===== src/rtl/ser_arbiter_pkg.sv =====
// Shared types and width helper for the serializer arbiter slice.
// Index widths never collapse to zero so single-entry builds still elaborate.
package ser_arbiter_pkg;

   typedef enum logic {
      IDLE = 1'b0,
      SEND = 1'b1
   } state_t;

   function automatic int idx_width(input int n);
      return (n > 1) ? $clog2(n) : 1;
   endfunction

endpackage


===== src/rtl/ser_arbiter_if.sv =====
// Requester/stream handshake bundle between the arbiter and its external shift register.
// master = arbiter side, slave = requesters plus downstream sink.
interface ser_arbiter_if
   import ser_arbiter_pkg::*;
#(
   parameter int NREQ = 4
);
   localparam int SW = idx_width(NREQ);

   logic [NREQ-1:0] i_req;
   logic [NREQ-1:0] o_gnt;
   logic [SW-1:0]   o_sel;
   logic            o_load;
   logic            o_shift;
   logic            o_valid;
   logic            i_ready;
   logic            o_last;
   logic [SW-1:0]   o_src;

   modport master (
      input  i_req, i_ready,
      output o_gnt, o_sel, o_load, o_shift, o_valid, o_last, o_src
   );

   modport slave (
      output i_req, i_ready,
      input  o_gnt, o_sel, o_load, o_shift, o_valid, o_last, o_src
   );

endinterface


===== src/rtl/ser_arbiter_rr_pick.sv =====
// Combinational round-robin pick: first set request at or after ptr, wrapping modulo N.
// Zero latency; no handshake of its own.
module rr_pick
   import ser_arbiter_pkg::*;
#(
   parameter int N = 4,
   parameter int W = idx_width(N)
) (
   input  logic [N-1:0] req,
   input  logic [W-1:0] ptr,
   output logic [N-1:0] gnt,
   output logic [W-1:0] idx,
   output logic         any
);

   int          sum;
   logic [W-1:0] pos;

   always_comb begin
      gnt = '0;
      idx = '0;
      any = 1'b0;
      sum = 0;
      pos = '0;
      for (int i = 0; i < N; i++) begin
         // ptr is always < N, so one subtraction is enough to wrap
         sum = int'(ptr) + i;
         if (sum >= N) sum = sum - N;
         pos = W'(sum);
         if (!any && req[pos]) begin
            any      = 1'b1;
            gnt[pos] = 1'b1;
            idx      = pos;
         end
      end
   end

endmodule


===== src/rtl/ser_arbiter.sv =====
// Round-robin arbiter feeding NDATA-word packets into an external PISO register; grant/load same cycle as request in IDLE.
// One beat per i_ready handshake; i_ready low freezes the packet with o_valid held; one idle cycle between packets.
module ser_arbiter
   import ser_arbiter_pkg::*;
#(
   parameter int BIT   = 8,
   parameter int NDATA = 3,
   parameter int NREQ  = 4
) (
   input  logic         i_clk,
   input  logic         i_rst,
   ser_arbiter_if.master bus
);

   localparam int SW = idx_width(NREQ);
   localparam int CW = idx_width(NDATA);

   if (BIT < 1 || NDATA < 1 || NREQ < 2) begin : g_bad_param
      $error("ser_arbiter: illegal parameter combination");
   end

   state_t          state;
   logic [CW-1:0]   cnt;
   logic [SW-1:0]   ptr;
   logic [SW-1:0]   src;

   logic [NREQ-1:0] pick_gnt;
   logic [SW-1:0]   pick_idx;
   logic            pick_any;

   logic            granting;
   logic            sending;
   logic            is_last;

   rr_pick #(.N(NREQ), .W(SW)) u_pick (
      .req (bus.i_req),
      .ptr (ptr),
      .gnt (pick_gnt),
      .idx (pick_idx),
      .any (pick_any)
   );

   // Reset gates every strobe, since state only clears on the edge
   assign granting = !i_rst && (state == IDLE) && pick_any;
   assign sending  = !i_rst && (state == SEND);
   assign is_last  = (cnt == CW'(NDATA - 1));

   assign bus.o_gnt   = granting ? pick_gnt : '0;
   assign bus.o_load  = granting;
   assign bus.o_sel   = granting ? pick_idx : (sending ? src : '0);
   assign bus.o_valid = sending;
   assign bus.o_shift = sending && bus.i_ready;
   assign bus.o_last  = sending && is_last;
   assign bus.o_src   = i_rst ? '0 : src;

   always_ff @(posedge i_clk) begin
      if (i_rst) begin
         state <= IDLE;
         cnt   <= '0;
         ptr   <= '0;
         src   <= '0;
      end else begin
         case (state)
            IDLE: begin
               if (pick_any) begin
                  state <= SEND;
                  cnt   <= '0;
                  src   <= pick_idx;
                  ptr   <= (pick_idx == SW'(NREQ - 1)) ? '0 : pick_idx + SW'(1);
               end
            end
            SEND: begin
               if (bus.i_ready) begin
                  if (is_last) state <= IDLE;
                  else         cnt   <= cnt + CW'(1);
               end
            end
            default: state <= IDLE;
         endcase
      end
   end

endmodule


===== src/flat_wrapper.sv =====
// flat-port wrapper written by rule: the top's interface ports become plain ports
module ser_arbiter_flat import ser_arbiter_pkg::*;
#(
   parameter int BIT   = 8,
   parameter int NDATA = 3,
   parameter int NREQ  = 4
)
  (i_clk, i_rst, bus_i_req, bus_i_ready, bus_o_gnt, bus_o_sel, bus_o_load, bus_o_shift, bus_o_valid, bus_o_last, bus_o_src);
  ser_arbiter_if #(.NREQ(NREQ)) bus_i ();
  input  logic i_clk;
  input  logic i_rst;
  input wire logic [$bits(bus_i.i_req)-1:0] bus_i_req;
  input wire logic [$bits(bus_i.i_ready)-1:0] bus_i_ready;
  output wire logic [$bits(bus_i.o_gnt)-1:0] bus_o_gnt;
  output wire logic [$bits(bus_i.o_sel)-1:0] bus_o_sel;
  output wire logic [$bits(bus_i.o_load)-1:0] bus_o_load;
  output wire logic [$bits(bus_i.o_shift)-1:0] bus_o_shift;
  output wire logic [$bits(bus_i.o_valid)-1:0] bus_o_valid;
  output wire logic [$bits(bus_i.o_last)-1:0] bus_o_last;
  output wire logic [$bits(bus_i.o_src)-1:0] bus_o_src;
  assign bus_i.i_req = bus_i_req;
  assign bus_i.i_ready = bus_i_ready;
  assign bus_o_gnt = bus_i.o_gnt;
  assign bus_o_sel = bus_i.o_sel;
  assign bus_o_load = bus_i.o_load;
  assign bus_o_shift = bus_i.o_shift;
  assign bus_o_valid = bus_i.o_valid;
  assign bus_o_last = bus_i.o_last;
  assign bus_o_src = bus_i.o_src;
  ser_arbiter #(.BIT(BIT), .NDATA(NDATA), .NREQ(NREQ)) u_core (.i_clk(i_clk), .i_rst(i_rst), .bus(bus_i));
endmodule

===== config.mk =====
export PLATFORM = sky130hd
export DESIGN_NAME = ser_arbiter_flat
export DESIGN_NICKNAME = d
export VERILOG_FILES = /design/src/rtl/ser_arbiter_pkg.sv /design/src/rtl/ser_arbiter_if.sv /design/src/rtl/ser_arbiter_rr_pick.sv /design/src/rtl/ser_arbiter.sv /design/src/flat_wrapper.sv
export SDC_FILE = /design/constraint.sdc
export NUM_CORES = 1
export LEC_CHECK = 0
export CAP_MARGIN = 20
export CORE_ASPECT_RATIO = 0.8
export CORE_UTILIZATION = 49
export DETAILED_ROUTE_END_ITERATION = 10
export GPL_TIMING_DRIVEN = 0
export HOLD_SLACK_MARGIN = 0.08
export PLACE_DENSITY = 0.87
export SYNTH_ARGS = -nofsm -noshare
export SYNTH_HDL_FRONTEND = slang
export SYNTH_HIERARCHICAL = 1
export SYNTH_SLANG_ARGS = --single-unit

===== constraint.sdc =====
create_clock -name i_clk -period 3.37 [get_ports i_clk]
set_clock_uncertainty 0.2 [all_clocks]
set_input_delay 0.674 -clock i_clk [delete_from_list [all_inputs] [get_ports i_clk]]
set_output_delay 0.674 -clock i_clk [all_outputs]
set_load 0.02 [all_outputs]

# Yosys cells after proc, flatten, opt, wreduce, memory -nomap -nowiden
# Cells that the tools add are included.
totals:
  reg_bits: 7
  latch_bits: 0
  mem_bits_rw: 0
  mem_bits_ro: 0
  in_bits: 7
  out_inout_bits: 12
  elab_cells: 97
  mem_count: 0
op_classes:
  n_addsub: 9
  mul: 0
  n_div: 0
  order_cmp: 12
  eq_ne: 5
  shifts: 0
  mux: 45
  n_bitwise: 4
  reduce_logical: 18
ops:
  columns: ["operator", "n"]
  rows:
  - ["2-bit 2-to-1 mux", 15]
  - ["4-bit 2-to-1 mux", 5]
  - ["1-bit 2-to-1 mux", 15]
  - ["1-bit logical AND", 12]
  - ["2-bit by 3-bit less-than comparator with 1-bit output (second input constant)", 4]
  - ["4-bit bitwise OR", 3]
  - ["3-bit greater-or-equal comparator (second input constant)", 3]
  - ["1-bit binary-select mux with 2-bit select", 4]
  - ["1-bit demux with 2-bit select", 4]
  - ["2-bit by 1-bit greater-or-equal comparator with 1-bit output (second input constant)", 4]
  - ["2-bit by 1-bit subtractor with 2-bit output (second input constant)", 4]
  - ["2-bit by 2-bit adder with 3-bit output (second input constant)", 2]
  - ["2-bit by 1-bit adder with 2-bit output (second input constant)", 2]
  - ["2-bit == test (second input constant)", 2]
  - ["1-bit zero test", 4]
  - ["2-bit != test (second input constant)", 2]
  - ["2-bit one-hot mux with 2 select lines", 1]
  - ["2-bit by 1-bit adder with 3-bit output (second input constant)", 1]
  - ["2-bit by 3-bit greater-or-equal comparator with 1-bit output (second input constant)", 1]
  - ["3-bit AND reduction", 1]
  - ["2-bit by 1-bit != test with 1-bit output (second input constant)", 1]
  - ["1-bit one-hot mux with 2 select lines", 1]
  - ["2-bit AND reduction", 1]
  - ["1-bit NOT", 1]

# Logic depth before layout (Yosys ltp)
# Gate-level depths: netlist of run 1.
depth:
  ltp_word: 16
  depth_mapped: 11
  ltp_nobuf: 9

# Hierarchy
# The synthesis of run 1 kept the hierarchy.
modules_own_cells:
  columns: ["mod", "instances", "cells_each", "area_each_um2", "seq_area_each_um2"]
  rows:
  - ["rr_pick", 1, 45, 421.7, 0.0]
  - ["ser_arbiter", 1, 43, 386.6, 140.1]

# Worst setup path after synthesis of run 1
# Ideal clock, no wire load.
synth_path:
  path_kind: "register to output"
  from: "reg u_core.ptr[0]"
  to: "out bus_o_sel[0]"
  arrival_ps: 2308
  required_ps: 2496
  slack_ps: 188
  stages_incl_launch_ff: 12
  n_path_buf: 3
  cell_sequence: "dfxtp_1 > buf_6 > inv_1 > ha_1 > mux4_2 > buf_6 > nor3_1 > nand2b_1 > nand2b_4 > buf_6 > nor2_2 > a22o_1"
synth_between:
  elab_chain_cells: 16
  word_cells_on_any_way: 39
  cone_classes: "add/sub (7); order compare (4); mux (21); reduce/logical (7)"
synth_rtl:
  columns: ["item", "line", "rtl"]
  rows:
  - ["from (decl)", "ser_arbiter.sv:24", "logic [SW-1:0] ptr;"]
  - ["from (signal assigned)", "ser_arbiter.sv:69", "ptr <= (pick_idx == SW'(NREQ - 1)) ? '0 : pick_idx + SW'(1);"]
  - ["parallel branches: the longest is 13 deep, another holds 2-bit by 1-bit adder with 3-bit output", null, null]
  - ["1-bit 2-to-1 mux (*)", "ser_arbiter_rr_pick.sv:30", "if (!any && req[pos]) begin"]
  - ["via u_core.pick_any", "ser_arbiter.sv:29", "logic pick_any;"]
  - ["1-bit logical AND (*)", "ser_arbiter.sv:44", "assign granting = !i_rst && (state == IDLE) && pick_any;"]
  - ["via bus_o_load", "flat_wrapper.sv:16", "output wire logic [$bits(bus_i.o_load)-1:0] bus_o_load;"]
  - ["2-bit 2-to-1 mux (*)", "ser_arbiter.sv:50", "assign bus.o_sel = granting ? pick_idx : (sending ? src : '0);"]
  - ["to (decl)", "flat_wrapper.sv:15", "output wire logic [$bits(bus_i.o_sel)-1:0] bus_o_sel;"]
# Mark *: on every way through the listed nets, which the timed path passes. The select of a mux whose other input is x is not followed.

# Final worst setup path of run 1
layout_path:
  from: "in bus_i_req[3]"
  to: "out bus_o_sel[0]"
layout_between:
  elab_chain_cells: 14
  word_cells_on_any_way: 24
  cone_classes: "mux (17); reduce/logical (7)"
layout_rtl:
  columns: ["item", "line", "rtl"]
  rows:
  - ["from (decl)", "flat_wrapper.sv:12", "input wire logic [$bits(bus_i.i_req)-1:0] bus_i_req;"]
  - ["1-bit binary-select mux with 2-bit select", "ser_arbiter_rr_pick.sv:30", null]
  - ["1-bit 2-to-1 mux (implied by the code)", "ser_arbiter_rr_pick.sv:30", null]
  - ["1-bit 2-to-1 mux", "ser_arbiter_rr_pick.sv:30", null]
  - ["1-bit zero test", "ser_arbiter_rr_pick.sv:30", null]
  - ["1-bit logical AND", "ser_arbiter_rr_pick.sv:30", null]
  - ["1-bit 2-to-1 mux", "ser_arbiter_rr_pick.sv:30", null]
  - ["1-bit zero test", "ser_arbiter_rr_pick.sv:30", null]
  - ["1-bit logical AND", "ser_arbiter_rr_pick.sv:30", null]
  - ["1-bit 2-to-1 mux", "ser_arbiter_rr_pick.sv:30", null]
  - ["1-bit zero test", "ser_arbiter_rr_pick.sv:30", null]
  - ["1-bit logical AND", "ser_arbiter_rr_pick.sv:30", null]
  - ["1-bit 2-to-1 mux (*)", "ser_arbiter_rr_pick.sv:30", null]
  - ["via u_core.pick_any", "ser_arbiter.sv:29", null]
  - ["1-bit logical AND (*)", "ser_arbiter.sv:44", null]
  - ["2-bit 2-to-1 mux (*)", "ser_arbiter.sv:50", null]
# The timed path passes the listed nets; every way through them passes the cells marked *. The select of a mux whose other input is x is not followed.

==> results of run 1 <==
==> synthesized netlist by cell type (2+ instances only) <==
cell type,n
a22oi_1,8
dfxtp_1,7
ha_1,7
and2_1,6
nor2_1,6
mux2i_1,5
o21ai_0,5
inv_1,4
nor2b_1,4
a21oi_1,3
buf_6,3
nand2b_1,3
a22o_1,2
mux4_1,2
mux4_2,2
nand2_1,2
nand3_1,2
==> cell families after synthesis <==
group           synth area share (%)
compound gates                  19.7
fa+ha+maj                       10.8
buf+inv                         7.12
flops                           17.3
mux                             19.7
simple gates                    25.4
==> layout make-up <==
| cell class | instances | area, um2 |
|---|---|---|
| multi-input cells | 72 | 658 |
| fillers | 107 | 320 |
| repair buffers | 31 | 241 |
| flip-flops and latches | 7 | 148 |
| clock buffers | 4 | 26.3 |
| well taps | 21 | 26.3 |
| plain buffers | 3 | 21.3 |
| inverters | 4 | 15.0 |
==> power by group through the flow <==
stage / registers, mW / logic [mW] / clock network, mW
2_1_floorplan: 0.129 / 0.400 / 0
3_3_place_gp: 0.135 / 0.513 / 0
3_5_place_dp: 0.136 / 0.526 / 0
4_1_cts: 0.140 / 0.579 / 0.0813
5_1_grt: 0.140 / 0.722 / 0.0867
6_report: 0.137 / 0.683 / 0.0784
==> per-stage QoR <==
stage          TNS [ps]  power, mW
2_1_floorplan         0      0.529
3_3_place_gp      -5030      0.648
3_5_place_dp      -5220      0.662
4_1_cts               0      0.801
5_1_grt               0      0.948
6_report              0      0.898
==> final timing paths <==
kind / slack [ps] / endpoint / start / cells past startpoint
setup / recovery: 100 / bus_o_sel[0] / bus_i_req[3] / 9
hold / removal: 270 / u_core/cnt[0]$_SDFFE_PP0P_ / u_core/cnt[0]$_SDFFE_PP0P_ / 2
setup reg to reg: 540 / u_core/ptr[0]$_SDFFE_PP0P_ / u_core/ptr[0]$_SDFFE_PP0P_ / 9
hold reg to reg: 270 / u_core/cnt[0]$_SDFFE_PP0P_ / u_core/cnt[0]$_SDFFE_PP0P_ / 2
==> layer usage <==
layer  global-route usage [%]  wire length, um  vias to the layer above
li1                         -                -                      392
met1                     32.8             1010                      386
met2                     41.1             1030                       47
met3                     2.83              137                        2
met4                     12.9                8                        0
met5                        0                0                        -
==> timing repair <==
action | 4_1_cts | 5_1_grt
endpoints found under the setup margin | 7 | 7
pin swaps | 4 | 4
gates resized for setup | 48 | 15
setup buffers | 7 | 7
hold buffers | 0 | 0
gates cloned | 0 | 0
==> flip-flops by register name, indices dropped and copies added, names as in the netlist <==
name          cells
u_core/cnt        2
u_core/ptr        2
u_core/src        2
u_core/state      1
==> worst min-delay path, delay by kind of cell (launching register included) <==
kind,cells,cell delay (ps)
and+or+nand+nor,1,60
DFF,1,300
AOI/OAI and AO/OA,1,50
==> layout by cell type (no fill, tap or decap), types with 2 or more instances in the layout <==
cell             instances
a22o_1                   2
mux4_2                   3
nand2b_1                 3
dfxtp_1                  5
nor2_2                   2
clkbuf_4                 3
clkbuf_2                 3
o21ai_0                  4
inv_2                    2
mux2i_1                  5
dfxtp_4                  2
inv_1                    2
ha_1                     6
clkdlybuf4s50_1          6
nor2_1                   5
buf_6                    5
a21oi_1                  3
nand2_1                  2
nand3_1                  2
buf_4                   11
a22oi_1                  8
buf_2                    8
and2_1                   6
nor2b_1                  4
==> key figures, run 1 <==
Yosys
  – Post-synthesis sequential area ratio: 17.3%
  – Synth top area cells: dfxtp_1 17%, ha_1 11%, a22oi_1 7.4%
  – Post-synth design cell area: 808 um2
  – Cell count after synthesis: 88
  – Ys Warns: 6
  – Cell taking the most area after synthesis: dfxtp_1
  – Ys async rst share: 0%
  – Syn nets: 102
  – Number of enable flip-flop cells after synthesis: 0
  – Top cell type's share of synthesized area: 17.3%
  – Post-Syn Area per Cell: 9.18 um2
  – Yosys cell types: 34
  – FF+latch count, synth: 7
  – Ys flop type: dfxtp_1

Route
  – Post-route DRC violation count: 0
  – Routed wire per std cell: 15.4 um
  – Drt first pass iters: 4
  – Initial DRC count: 47
  – Final ANT Viol Nets: 0
  – DRT Wirelength: 2.19 mm
  – Via count: 827
  – Drt via density: 5.82

Floorplan
  – Core area: 1460 um2
  – Die area: 1820 um2
  – I/O Pins: 19
  – Die Height: 38.3 um
  – Initial Utilization: 55.5%
  – Site row count: 12
  – Die width: 47.4 um

Place
  – Pre-CTS WS: -807 ps
  – Placed cells: 126
  – Hpwl dp: 1.26 mm
  – IO Port Bufs: 17
  – Post-DP Area: 1000 um2
  – GPL Wtd Cong: 0.806

Timing
  – Final Setup Violations: 0
  – Worst hold slack: 266 ps
  – RSZ-0062 raised after global routing: no
  – Final period util: 97.1%
  – Fin crit period: 3270 ps
  – Fin. Hold Viols: 0
  – Maximum clock frequency: 0.305 GHz
  – Slew of the pin with the lowest slew margin: 346 ps
  – Final Slew Violations: 0
  – Final WS setup: 96.6 ps
  – Slew headroom: 76.3%

Clock network
  – CTS sink count: 7
  – Clock latency on the worst-skew pair: 250 ps
  – H-Tree Depth: 1
  – Root buffer cell: clkbuf_4
  – Clock-pin slew on the worst setup and hold paths: 50 ps
  – Number of buffers created by CTS: 3
  – CTS tree: yes
  – Longest Clk Path Bufs: 2

Layout
  – ANT cells: 0
  – Share of cells above drive strength 1: 41.3%
  – Post-route cell area: 1140 um2
  – Fin util: 78.0%
  – Fin nets: 136
  – Area growth, synth to finish: 40.6%
  – Final cell count without fillers: 142

Critical path
  – Crit path launch type: input port
  – Crit path max-delay family: multiplexers
  – WP buf/inv: 3
  – Max incr delay on CP: 540 ps
  – Critical path arrival: 2400 ps
  – WS Path Type: in2out
  – Worst Setup End Kind: primary output
  – Cell Chain, Critical Path: buf_2 -> mux4_2 -> buf_6 -> nor3_4 -> nand2b_1 -> nand2b_4 -> nor2_2 -> a22o_1 -> buf_2
  – Critical-path cell with the highest stage delay: mux4_2
  – Most frequent CP cell: buf_2
  – CP max FO: 8
  – Critical Path RT: 2500 ps

Status
  – Outcome: finished clean

Global route
  – Vias in the first global route: 691
  – Total gr overflow: 0
  – Pin count of the biggest net entering global routing: 11
  – Total track usage: 25.4%
  – First-pass GRT wire length: 3.13 mm
  – Antenna violations before repair: 0

Power and ir drop
  – P_leak: 0.488 nW
  – PD cells: 791 nW/um2
  – P_int: 0.496 mW
  – Comb power frac: 76.0%
  – Sw Share: 44.8%
  – Sequential share of power: 15.3%
  – Switch Pwr: 0.402 mW
  – Clock power frac: 8.7%
  – Worst VDD drop: 0.000544 V

Flow run
  – Max Cap Viol: 0

Worst hold path
  – Hold Path Class: reg2reg
Power figures use the tool's default switching activity.
==> run 2: changes to the inputs <==
CTS_CLUSTER_DIAMETER = 150   (was default)
==> results of run 2 <==
No change in the layout: final DEF, timing and power equal those of run 1.
